--- config.mk ---
export PLATFORM = sky130hd
export DESIGN_NAME = uart_rx
export DESIGN_NICKNAME = d
export VERILOG_FILES = /design/src/rtl/uart_rx.sv
export SDC_FILE = /design/constraint.sdc
export NUM_CORES = 1
export LEC_CHECK = 0
export CAP_MARGIN = 10
export CORE_MARGIN = 4
export CORE_UTILIZATION = 60
export DETAILED_ROUTE_END_ITERATION = 8
export PLACE_DENSITY_LB_ADDON = 0.12
export SYNTH_ARGS = -nofsm -noshare
export SYNTH_HDL_FRONTEND = slang
export SYNTH_SLANG_ARGS = --single-unit
export TNS_END_PERCENT = 20
--- constraint.sdc ---
create_clock -name clock -period 5.1 [get_ports clock]
set_input_delay 1.275 -clock clock [delete_from_list [all_inputs] [get_ports clock]]
set_output_delay 1.275 -clock clock [all_outputs]
set_load 0.05 [all_outputs]
--- src/rtl/uart_rx.sv ---
// 8N1 UART receiver: mid-bit sampling of an already-synchronised serial line,
// one-cycle valid / framing-error strobes, registered outputs.
module uart_rx #(
    parameter int unsigned CLKS_PER_BIT = 434
) (
    input  logic       clock,
    input  logic       reset,
    input  logic       rx_sync,
    output logic [7:0] rx_data,
    output logic       rx_valid,
    output logic       frame_err,
    output logic       busy
);

    localparam int unsigned HALF_BIT = CLKS_PER_BIT / 2;
    localparam int unsigned CW       = $clog2(CLKS_PER_BIT) + 1;

    // Terminal counts are one less than the offsets: the entry cycle of a state holds count 0.
    localparam logic [CW-1:0] BIT_LAST  = CW'(CLKS_PER_BIT - 1);
    localparam logic [CW-1:0] HALF_LAST = CW'(HALF_BIT - 1);

    typedef enum logic [2:0] {
        IDLE,
        START,
        DATA,
        STOP,
        WAIT_HIGH
    } state_t;

    state_t        state_q, state_d;
    logic [CW-1:0] cnt_q,   cnt_d;
    logic [2:0]    idx_q,   idx_d;
    logic [7:0]    shift_q, shift_d;
    logic [7:0]    data_q,  data_d;
    logic          valid_q, valid_d;
    logic          ferr_q,  ferr_d;
    logic          busy_q,  busy_d;

    always_ff @(posedge clock) begin
        if (reset) begin
            state_q <= IDLE;
            cnt_q   <= '0;
            idx_q   <= '0;
            shift_q <= '0;
            data_q  <= '0;
            valid_q <= 1'b0;
            ferr_q  <= 1'b0;
            busy_q  <= 1'b0;
        end else begin
            state_q <= state_d;
            cnt_q   <= cnt_d;
            idx_q   <= idx_d;
            shift_q <= shift_d;
            data_q  <= data_d;
            valid_q <= valid_d;
            ferr_q  <= ferr_d;
            busy_q  <= busy_d;
        end
    end

    always_comb begin
        state_d = state_q;
        cnt_d   = cnt_q;
        idx_d   = idx_q;
        shift_d = shift_q;
        data_d  = data_q;
        valid_d = 1'b0;
        ferr_d  = 1'b0;

        unique case (state_q)
            IDLE: begin
                if (!rx_sync) begin
                    state_d = START;
                    cnt_d   = '0;
                end
            end

            START: begin
                if (cnt_q == HALF_LAST) begin
                    cnt_d = '0;
                    if (!rx_sync) begin
                        state_d = DATA;
                        idx_d   = '0;
                    end else begin
                        state_d = IDLE;
                    end
                end else begin
                    cnt_d = cnt_q + 1'b1;
                end
            end

            DATA: begin
                if (cnt_q == BIT_LAST) begin
                    cnt_d   = '0;
                    shift_d = {rx_sync, shift_q[7:1]};
                    if (idx_q == 3'd7) begin
                        state_d = STOP;
                    end else begin
                        idx_d = idx_q + 3'd1;
                    end
                end else begin
                    cnt_d = cnt_q + 1'b1;
                end
            end

            STOP: begin
                if (cnt_q == BIT_LAST) begin
                    cnt_d = '0;
                    if (rx_sync) begin
                        data_d  = shift_q;
                        valid_d = 1'b1;
                        state_d = IDLE;
                    end else begin
                        ferr_d  = 1'b1;
                        state_d = WAIT_HIGH;
                    end
                end else begin
                    cnt_d = cnt_q + 1'b1;
                end
            end

            WAIT_HIGH: begin
                if (rx_sync) begin
                    state_d = IDLE;
                end
            end

            default: begin
                state_d = IDLE;
            end
        endcase
    end

    // busy_q tracks state_q != IDLE with no extra delay by registering the next state.
    assign busy_d    = (state_d != IDLE);

    assign rx_data   = data_q;
    assign rx_valid  = valid_q;
    assign frame_err = ferr_q;
    assign busy      = busy_q;

endmodule

==> out/metrics.yaml, run 1 <==
fin_crit_sh: 0.612
asyncSetResetFlopFracSynth: 0
cts_tree: "done"
row_count: 18
power_leakage_nw: 0.748
start_util: 0.632
initialDrtViolationCount: 28
ir_worst_vdd_mv: 0.201
tns_ns: 0
hpwl_um: 2120
drc_errors: 0
grt_pass1_vias: 1165
numPortBuffers: 13
drive_above_1_share: 0.101
synth.avg_cell_area_um2: 9.66
gp_congestion: 0.745
finalHoldViolCount: 0
yosys_warnings: 0
fmax_ghz: 0.320
setup_viol: 0
synth_top_area_cell: "dfxtp_1"
die-area_um2: 3490
ctsHoldBuffers: 0
netlist_top_cells_area: "dfxtp_1, mux2i_1, nor2_1"
syn-num-nets: 170
clock_sink_count: 35
vias: 1181
p_clk_frac: 0.321
vias_per_cell: 5.68
clock_skew_ns: 0.00889
clockBufferDepth: 2
synth_seq_cells: 35
io_pins: 14
core_area_um2: 2480
worst_slew_pin_slew_ns: 0.834
critPathKind: "in2reg"
diodes: 0
grt_overflow: 0
placedCellCount: 200
syn-cell-area_um2: 1570
yosys-top-cells-count: "dfxtp_1, nor2_1, mux2i_1, nand2_1"
htreeDepth: 2
slew_headroom: 0.442
grt_use_total: 0.201
syn2layout_area_growth_pct: 12.9
crit_path_frequent_cell: "or3_1"
r2r_slack_ns: 2.92
root_buffer: "clkbuf_4"
pre_cts_slack_ns: 1.62
grt_max_degree: 26
clk_pin_slew_ns: 0.10
period_minus_slack_ns: 3.12
status: "finished, final reports clean"
synthFlopType: "dfxtp_1"
slew_viol_final: 0
cts_setup_buffers: 0
synthCells: 162
synth_edf_count: 0
seq_power_share: 0.629
worst_setup_path_end_kind: "register"
drtAntennaViolNets: 0
slowest_delay_ns: 1.02
crit_chain: "clkdlybuf4s50_1, nand2b_1, nor3b_1, or3_1, or3_1"
register_area_um2: 701
cts_buffers: 5
nets: 185
cts.repair.resized: 0
routedWlPerCell_um: 14.2
synth_top_area_share: 0.448
internal-power_w: 0.000335
seq_area_frac_synth: 0.448
cp.required_ns: 5.33
hold_path.class: "reg2reg"
comb_power_share: 0.049
die_w_um: 59.1
antenna_found_initial: 0
rsz0062_at_grt: "no"
die_h_um: 59.1
max_cap_viol_count: 0
crit_arrival_ns: 3.35
p_sw_w: 0.000108
grt_pass1_wl_um: 5200
clk_latency_ns: 0.34
first_pass_iters: 4
setup_ws_ns: 1.98
power_density_nw_per_um2: 251
synth_cell_type_count: 40
switching_share: 0.244
num-fill-cells: 186
crit_path_max_fanout: 25
multiInputGateArea_um2: 827
slowest_stage: "clkdlybuf4s50_1"
finalNonFillerCells: 208
drt_wl_total_um: 2960
crit_path_start_kind: "input pin"
## registers in the layout, summed over array words and instances (netlist names)
name and cells:
state_q 3, shift_q 8, rx_valid 1, frame_err 1, cnt_q 10, busy 1, rx_data 8, idx_q 3
## path summary, 6_finish.rpt
kind | cells after the start | startpoint | end
worst min-delay path | 1 | idx_q[2] | idx_q[2]
worst min register to register | 1 | idx_q[2] | idx_q[2]
worst max-delay path | 5 | reset | busy
worst max register to register | 6 | cnt_q[0] | shift_q[5]
## metrics by stage
step	util	hold slack, ns	power [W]	cell area (um2)
6_report	0.713	0.495	0.000443	1770
5_1_grt	0.713	0.528	0.000466	1770
4_1_cts	0.713	0.506	0.000448	1770
3_5_place_dp	0.692	0.479	0.000307	1710
3_3_place_gp	0.692	0.467	0.000306	1710
2_1_floorplan	-	0.453	0.000301	1570
## kinds of logic (layout without fill, tap and decap cells)
family          after synthesis  count (layout)  share of synthesized area
simple gates                 74              74                      0.272
flops                        35              35                      0.448
mux                          17              17                      0.110
compound gates               12              12                     0.0568
buf+inv                      10              26                     0.0240
xor+xnor                      9               9                     0.0504
fa+ha+maj                     5               5                     0.0400
## metal layers
| layer | wire length [um] | GRT usage | vias to the layer above | part of all wire |
|---|---|---|---|---|
| li1 | - | - | 589 | - |
| met1 | 1320 | 0.245 | 543 | 0.45 |
| met2 | 1360 | 0.289 | 41 | 0.46 |
| met3 | 193 | 0.0828 | 8 | 0.065 |
| met4 | 80 | 0.129 | 0 | 0.027 |
| met5 | 0 | 0 | - | 0 |
## final cells by class
cell class | instances | share of cell area
multi-input combinational | 117 | 0.468
sequential | 35 | 0.397
timing repair buffer | 13 | 0.0737
clock buffer | 5 | 0.0212
tap | 30 | 0.0212
inverter | 5 | 0.0106
clock inverter | 3 | 0.00850
## power groups by stage
stage                     clock network (W)  logic (W)  registers, W
after global routing               0.000162  0.0000244      0.000280
after global placement                    0  0.0000210      0.000285
after floorplan                           0  0.0000153      0.000285
after CTS                          0.000147  0.0000218      0.000279
final                              0.000142  0.0000218      0.000279
after detailed placement                  0  0.0000217      0.000285
## critical path: cells and delay by family
kind | cells | cell delay, ns
buffers and inverters | 1 | 1.02
AND/OR/NAND/NOR | 4 | 1.06
## cells in the final DEF, fill, tap and decap left out, drive strengths merged, types with 2 or more instances in the layout
| cell type | count |
|---|---|
| nor3 | 2 |
| mux2i | 16 |
| xnor2 | 5 |
| and3 | 2 |
| nand3 | 2 |
| nand2b | 4 |
| clkbuf | 5 |
| ha | 5 |
| a22oi | 2 |
| xor2 | 4 |
| nor4 | 3 |
| nor3b | 2 |
| clkdlybuf4s50 | 13 |
| clkinv | 3 |
| nand4 | 4 |
| nor2 | 35 |
| a22o | 2 |
| or3 | 3 |
| inv | 5 |
| nand2 | 6 |
| dfxtp | 35 |
| a211oi | 2 |
| nor2b | 2 |
No activity file was read; power rests on OpenSTA's default activity.
==> run 2, diff against run 1 <==
CORE_UTILIZATION = 50   (was 60)
clock period = 2.55 ns   (was 5.1 ns; I/O delays follow)
==> out/metrics.yaml, run 2 (synthesis results as in run 1) <==
status: "finished, final reports clean"
row_count: 20  # +2
clockBufferDepth: 2  # unchanged
final_cell_mix: "nor2_1, dfxtp_1, mux2i_1, clkdlybuf4s50_1, nand2_1"
grt_pass1_vias: 1188  # +2.0%
p_sw_w: 0.000221  # +100%
hold_start: "idx_q[2]"
period_minus_slack_ns: 2.15
slew_headroom: 0.559  # +0.117
rsz0062_at_grt: "no"
grt_pass1_wl_um: 5150  # -0.79%
cts_tree: "done"
syn2layout_area_growth_pct: 18.1
io_pins: 14  # unchanged
final_area_um2: 1850  # +4.6%
hpwl_um: 2130  # +0.24%
worst_slew_pin_slew_ns: 0.660  # -0.175 ns
vias_per_cell: 5.24  # -7.7%
grt_max_degree: 14  # -46%
core_area_um2: 3030  # +22%
clock_skew_ns: 0.00898  # +0.0000937 ns
crit_path_max_fanout: 7  # -72%
switching_share: 0.216  # -0.0285
num-fill-cells: 272  # +46%
cts.repair.resized: 0  # unchanged
root_buffer: "clkbuf_4"
largest_reg_flops: 10  # unchanged
drtAntennaViolNets: 0  # unchanged
routedWlPerCell_um: 12.8  # -10%
finalPower_w: 0.00102  # +130%
nets: 189  # +2.2%
antenna_found_initial: 0  # unchanged
grt_use_total: 0.163  # -0.0379
diodes: 0  # unchanged
gp_congestion: 0.880  # +18%
placedCellCount: 218  # +9.0%
slew_viol_final: 0  # unchanged
p_clk_frac: 0.408  # +0.087
vias: 1184  # +0.25%
hold_path.class: "reg2reg"
cp.required_ns: 2.79  # -2.54 ns
power_density_nw_per_um2: 553  # +120%
multiInputGateArea_um2: 827  # unchanged
grt_overflow: 0  # unchanged
internal-power_w: 0.000802  # +140%
start_util: 0.517  # -0.115
clk_latency_ns: 0.34  # about the same
crit_arrival_ns: 2.39  # -0.96 ns
drc_errors: 0  # unchanged
reg2reg_from: "cnt_q[0]"
worst_setup_path_end_kind: "register"
die-area_um2: 4090  # +17%
ctsHoldBuffers: 0  # unchanged
register_area_um2: 701  # unchanged
numPortBuffers: 13  # unchanged
clock_sink_count: 35  # unchanged
ir_worst_vdd_mv: 0.291  # +45%
die_h_um: 64.0  # +8.3%
cts_buffers: 5  # unchanged
initialDrtViolationCount: 54  # +93%
finalNonFillerCells: 226  # +8.7%
power_leakage_nw: 0.780  # +4.3%
clk_pin_slew_ns: 0.11  # about the same
tns_ns: 0  # unchanged
htreeDepth: 2  # unchanged
max_cap_viol_count: 0  # unchanged
finalHoldViolCount: 0  # unchanged
dpl_cell_area_um2: 1760  # +2.8%
comb_power_share: 0.046  # -0.003
drive_above_1_share: 0.121  # +0.0198
first_pass_iters: 4  # unchanged
setup_viol: 0  # unchanged
fmax_ghz: 0.466
cts_setup_buffers: 0  # unchanged
crit_start: "cnt_q[0]"
drt_wl_total_um: 2890  # -2.4%
largest-register: "cnt_q"
seq_power_share: 0.545  # -0.084
fin_crit_sh: 0.841
die_w_um: 64.0  # +8.3%
crit_path_start_kind: "register"
critPathKind: "reg2reg"
## run 2: critical path, cell delays in order (launching register included)
cell and delay [ns]:
dfxtp_1 0.44, ha_1 0.23, nand4b_4 0.15, or4_4 0.55
nor3_4 0.38, mux2i_1 0.25, nor2_1 0.05
## run 2: power groups by stage
| stage | clock network [W] | registers [W] | logic [W] |
|---|---|---|---|
| finish | 0.000417 | 0.000558 | 0.0000474 |
| global placement | 0 | 0.000570 | 0.0000466 |
| floorplan | 0 | 0.000570 | 0.0000307 |
| detailed placement | 0 | 0.000570 | 0.0000474 |
| CTS | 0.000429 | 0.000558 | 0.0000476 |
| global route | 0.000458 | 0.000559 | 0.0000525 |
## run 2: area by class of cell
| cell class | count | area share |
|---|---|---|
| tap | 44 | 0.0298 |
| multi-input combinational | 117 | 0.448 |
| clock buffer | 6 | 0.0278 |
| timing repair buffer | 17 | 0.0867 |
| inverter | 5 | 0.0102 |
| sequential | 35 | 0.379 |
| clock inverter | 2 | 0.0190 |
## run 2: path summary, 6_finish.rpt
path	depth (start not counted)	slack, ns	to
max	6	0.40	shift_q[6]
min reg2reg	1	0.50	idx_q[2]
min	1	0.50	idx_q[2]
max reg2reg	6	0.40	shift_q[6]
## run 2: metrics by stage
stage                util  setup WS, ns  hold WS, ns
floorplan               -         0.521        0.453
global placement    0.582         0.122        0.468
detailed placement  0.582        0.0909        0.478
CTS                 0.610         0.385        0.506
global route        0.610         0.309        0.536
finish              0.610         0.404        0.500
## run 2: metal layers
metal  GRT usage  up-vias  share of wire
li1            -      604              -
met1       0.200      547           0.46
met2       0.239       24           0.46
met3      0.0615        9          0.050
met4      0.0997        0          0.028
met5           0        -              0
==> run 3, diff against run 2 <==
clock period = 1.9 ns   (was 2.55 ns; I/O delays follow)
==> out/metrics.yaml, run 3 (synthesis results as in run 1) <==
layout_commonest_cell: "nor2_1"
drt_wl_total_um: 3020  # +4.8%
grt_pass1_vias: 1326  # +12%
period_minus_slack_ns: 1.87  # -0.271 ns
rsz0062_at_grt: "yes"
largest-register: "cnt_q"
reg2reg_from: "cnt_q[1]"
root_buffer: "clkbuf_4"
antenna_found_initial: 0  # unchanged
crit_path_start_kind: "register"
first_pass_iters: 4  # unchanged
numPortBuffers: 13  # unchanged
power_density_nw_per_um2: 654  # +18%
grt_pass1_wl_um: 5440  # +5.6%
syn2layout_area_growth_pct: 25.1
hold_start: "idx_q[2]"
worst_slew_pin_slew_ns: 0.404  # -0.256 ns
clockBufferDepth: 2  # unchanged
path_buf_inv: 2  # +2
clock_sink_count: 35  # unchanged
final_util: 0.647  # +0.0364
vias_per_cell: 5.20  # -0.77%
seq_power_share: 0.582  # +0.037
crit_path_max_fanout: 7  # unchanged
power_leakage_nw: 0.880  # +13%
diodes: 0  # unchanged
hold_path.class: "reg2reg"
slowest_stage: "or4_4"
drc_errors: 0  # unchanged
cts_setup_buffers: 0  # unchanged
max_cap_viol_count: 0  # unchanged
start_util: 0.517  # unchanged
num-fill-cells: 266  # -2.2%
clk_latency_ns: 0.33  # about the same
die_h_um: 64.0  # unchanged
vias: 1258  # +6.3%
cp.required_ns: 2.12  # -0.67 ns
fin_crit_sh: 0.987  # +0.145
cts_tree: "done"
initialDrtViolationCount: 52  # -3.7%
switching_share: 0.222  # +0.00653
crit_arrival_ns: 2.09  # -0.30 ns
clk_pin_slew_ns: 0.11  # about the same
critPathKind: "reg2reg"
crit_start: "cnt_q[1]"
fmax_ghz: 0.533  # +14%
row_count: 20  # unchanged
p_sw_w: 0.000285  # +29%
status: "finished, final reports clean"
hpwl_um: 2280  # +7.2%
io_pins: 14  # unchanged
final_cell_mix: "nor2_1, dfxtp_1, buf_4, mux2i_1, nand2_1"
slowest_delay_ns: 0.48  # -0.07 ns
die_w_um: 64.0  # unchanged
htreeDepth: 2  # unchanged
slew_headroom: 0.731  # +0.171
largest_reg_flops: 10  # unchanged
comb_power_share: 0.066  # +0.020
grt_use_total: 0.167  # +0.00463
cts_buffers: 5  # unchanged
clock_skew_ns: 0.00843  # -0.000546 ns
nets: 205  # +8.5%
finalHoldViolCount: 0  # unchanged
internal-power_w: 0.000996  # +24%
holdWs_ns: 0.495  # -0.00531 ns
grt_max_degree: 22  # +8
die-area_um2: 4090  # unchanged
routedWlPerCell_um: 12.5  # -2.1%
slew_viol_final: 0  # unchanged
setup_viol: 0  # unchanged
gp_congestion: 0.866  # -1.6%
drtAntennaViolNets: 0  # unchanged
critPathTopFamily: "simple AND/OR/NAND/NOR gates"
ctsHoldBuffers: 0  # unchanged
p_clk_frac: 0.352  # -0.056
drive_above_1_share: 0.278  # +0.157
ir_worst_vdd_mv: 0.364  # +25%
crit_chain: "inv_2, ha_4, nand4b_4, or4_4, nor3_4, buf_12, mux2i_1, nor2_1"
grt_overflow: 0  # unchanged
worst_setup_path_end_kind: "register"
core_area_um2: 3030  # unchanged
## run 3: changes by cell type in the layout (fill, tap and decap cells not counted), sizes merged
cell | previous run | this run
clkbuf | 6 | 8
clkdlybuf4s50 | 13 | 1
clkinv | 1 | 0
dlygate4sd2 | 0 | 1
bufinv | 1 | 0
buf | 4 | 31
## run 3: worst register-to-register path: stages, from the launching register on
cell and delay (ns):
dfxtp_2 0.33, inv_2 0.07, ha_4 0.13, nand4b_4 0.14, or4_4 0.49, nor3_4 0.22, buf_12 0.15, mux2i_1 0.20
nor2_1 0.05
## run 3: power groups by stage
| stage | registers (W) | logic (W) | clock network, W |
|---|---|---|---|
| after floorplan | 0.000766 | 0.0000415 | 0 |
| after global placement | 0.000762 | 0.0000803 | 0 |
| after detailed placement | 0.000762 | 0.0000840 | 0 |
| after CTS | 0.000745 | 0.0000846 | 0.000470 |
| after global routing | 0.000747 | 0.0000932 | 0.000503 |
| final | 0.000746 | 0.0000849 | 0.000450 |
## run 3: path summary, 6_finish.rpt
kind,endpoint,slack (ns),cells after the start
setup reg to reg,shift_q[6],0.03,8
hold reg to reg,idx_q[2],0.50,1
setup / recovery,shift_q[6],0.03,8
hold / removal,idx_q[2],0.50,1
## run 3: per-stage QoR
step	power (W)	TNS, ns	setup slack, ns	area [um2]	std cells
floorplan	0.000808	0	0.00104	1570	162
global placement	0.000842	-3.14	-0.345	1870	234
detailed placement	0.000846	-3.88	-0.407	1870	234
CTS	0.00130	-0.0161	-0.0110	1950	242
global route	0.00134	-0.443	-0.0706	1960	242
finish	0.00128	0	0.0255	1960	242
## run 3: what timing repair did
item,in CTS,in global routing
endpoints found under the setup margin,18,9
pin swaps,1,1
endpoints found under the hold margin,0,0
gates resized for setup,3,3
## run 3: final cells by class
class	instances	area, um2	share of cell area
multi-input combinational	117	846	0.432
inverter	5	18.8	0.00958
clock buffer	8	68.8	0.0351
tap	44	55.1	0.0281
timing repair buffer	33	264	0.135
sequential	35	706	0.360
## run 3: metal layers
metal / track usage / vias to the layer above / wire, um
li1: - / 629 / -
met4: 0.0916 / 0 / 51
met3: 0.0387 / 7 / 95
met1: 0.198 / 602 / 1420
met5: 0 / - / 0
met2: 0.277 / 20 / 1450
==> RTL edit, RTL diff (settings of run 2) <==
Make the reset (`reset`) asynchronous in one clocked block.
--- a/src/rtl/uart_rx.sv
+++ b/src/rtl/uart_rx.sv
@@ -36,7 +36,7 @@
     logic          ferr_q,  ferr_d;
     logic          busy_q,  busy_d;
 
-    always_ff @(posedge clock) begin
+    always_ff @(posedge clock or posedge reset) begin
         if (reset) begin
             state_q <= IDLE;
             cnt_q   <= '0;
Check against the original RTL: differs if reset is asserted again (counterexample within 4 cycles, from zero or initial values and one cycle with reset high); with reset held inactive, the same outputs for 10 cycles.
==> RTL edit against run 2 <==
Sequential cell count stayed put; area after synthesis up 14%; worst setup slack better by 0.014 ns; critical path type is now reg2out; synthesized cell count grew 3.1%; final area up 13%; core utilization grew 0.39 points; routed wire length is 15% higher; cell count up 3.5%.
Power is not compared: it rests on default switching activity, and its combinational part moved more than twofold at a synthesized area within 25%.
==> RTL edit: results (changes against run 2) <==
stage,metric,value,unit,change
placed_design,DP HPWL,2400,um,was 2130 um
global_route,first-pass GRT wire length,5790,um,was 5150 um
placed_design,Buffers on Ports,13,,unchanged
placed_design,cell area after placement,2000,sq um,was 1760 sq um
global_route,GR Util All Layers,16.7,%,was 16.3%
placed_design,GP Congestion,0.833,,was 0.880
placed_design,Placement Setup Slack,0.398,ns,was 0.0909 ns
pwr,Max rail drop VDD,0.374,mV,
setup_path,crit-path max FO,2,,was 7
global_route,initial antenna violation count,0,,unchanged
synthesis,Async SR Flop Fraction,100,%,was 0%
min_path,hold depth,1,,unchanged
setup_path,"Slowest-stage cell, CP",clkdlybuf4s50_1,,was or4_4
synthesis,synth top area cells,"dfrtp_1, mux2_2, nand2_1",,"was dfxtp_1, mux2i_1, nor2_1"
synthesis,sequential area share after synthesis,48.9,%,was 44.8%
clock_tree,Num CTS Buffers,5,,unchanged
status,status,completed,,unchanged
routing,WL final,3300,um,was 2890 um
global_route,vias in the first global route,1300,,was 1188
setup_path,cell family with most CP delay,buffers and inverters,,was simple AND/OR/NAND/NOR gates
sta,minimum clock period after layout,2.13,ns,was 2.15 ns
setup_path,worst r2r src,cnt_q[0],,unchanged
pwr,LEAKAGE,0.966,nW,
synthesis,Commonest cells post-synth,"dfrtp_1, nand2_1, mux2_2",,"was dfxtp_1, nor2_1, mux2i_1"
layout,layout cell share with drive strength beyond 1,19.7,%,was 12.1%
setup_path,r2r worst-path depth,7,,was 6
routing,vias,1335,,was 1184
setup_path,crit path DAT,1.49,ns,was 2.39 ns
setup_path,delay of the slowest cell on the worst path,0.81,ns,was 0.55 ns
global_route,largest net degree at the start of global routing,36,,was 14
min_path,Hold Crit Endpoint,rx_data[1],,was idx_q[2]
synthesis,syn_nets,175,,was 170
setup_path,r2r endpoint,cnt_q[6],,was shift_q[6]
synthesis,Yosys cell types,45,,was 40
setup_path,Worst Setup SP,rx_data[6],,was cnt_q[0]
sta,Worst slew margin,66.6,%,was 55.9%
synthesis,Synth Flop Type,dfrtp_1,,was dfxtp_1
clock_tree,clk_lat worst skew,0.33,ns,
sta,Clock Skew,0.00716,ns,was 0.00898 ns
routing,DR iter-0 viols,103,,was 54
layout,final layout net count,195,,was 189
min_path,worst min-delay path startpoint,rx_data[1],,was idx_q[2]
layout,fill count,290,,was 272
setup_path,R2R Setup Slk,0.67,ns,was 0.40 ns
## RTL edit: changes by cell type after synthesis, moves of 11 or more
cell	before	now
mux2_2	1	15
dfrtp_1	0	35
o21ai_0	1	12
nor2_1	35	10
mux2i_1	16	0
dfxtp_1	35	0
nand2_1	6	20
## RTL edit: cell type report
type	count	area [sq um]	share of cell area, %
inverter	8	30.0	1.44
clock inverter	2	35.0	1.68
tap	46	57.6	2.76
timing repair buffer	19	175	8.41
multi-input combinational	118	857	41.2
clock buffer	6	51.3	2.46
sequential	35	876	42.1
## RTL edit: through the flow
stage | util, % | hold WS (ns) | power, mW | instances
global route | 61.4 | 0.536 | 1.68 | 234
CTS | 61.4 | 0.515 | 1.58 | 234
global placement | 58.9 | 0.484 | 1.14 | 226
floorplan | - | 0.464 | 1.07 | 167
detailed placement | 58.9 | 0.492 | 1.16 | 226
finish | 61.4 | 0.511 | 1.57 | 234
## RTL edit: routing by layer
| layer | vias up | part of all wire [%] | global-route usage (%) | wire, um |
|---|---|---|---|---|
| li1 | 645 | - | - | - |
| met1 | 658 | 48 | 22.1 | 1590 |
| met2 | 27 | 47 | 27.5 | 1560 |
| met3 | 5 | 3.8 | 3.94 | 126 |
| met4 | 0 | 0.79 | 4.47 | 26 |
| met5 | - | 0 | 0 | 0 |
## RTL edit: worst max path at each step
stage,endpoint,cells past startpoint
6_report,rx_data[6],1
5_1_grt,rx_data[6],1
4_1_cts,rx_data[6],1
3_5_place_dp,cnt_q[6],4
3_3_place_gp,cnt_q[6],4
2_1_floorplan,cnt_q[9],7
## RTL edit: logic make-up after synthesis
| logic type | synth area share [%] |
|---|---|
| XOR/XNOR | 0.489 |
| buffers and inverters | 3.28 |
| multiplexers | 9.43 |
| adder cells (fa/ha/maj) | 3.49 |
| AND/OR/NAND/NOR | 21.1 |
| flip-flops | 48.9 |
| AO/OA/AOI/OAI | 13.3 |
## RTL edit: report_power, final
part,switching [mW],internal [mW]
clock network,0.178,0.232
registers,0.144,0.647
logic,0.193,0.171
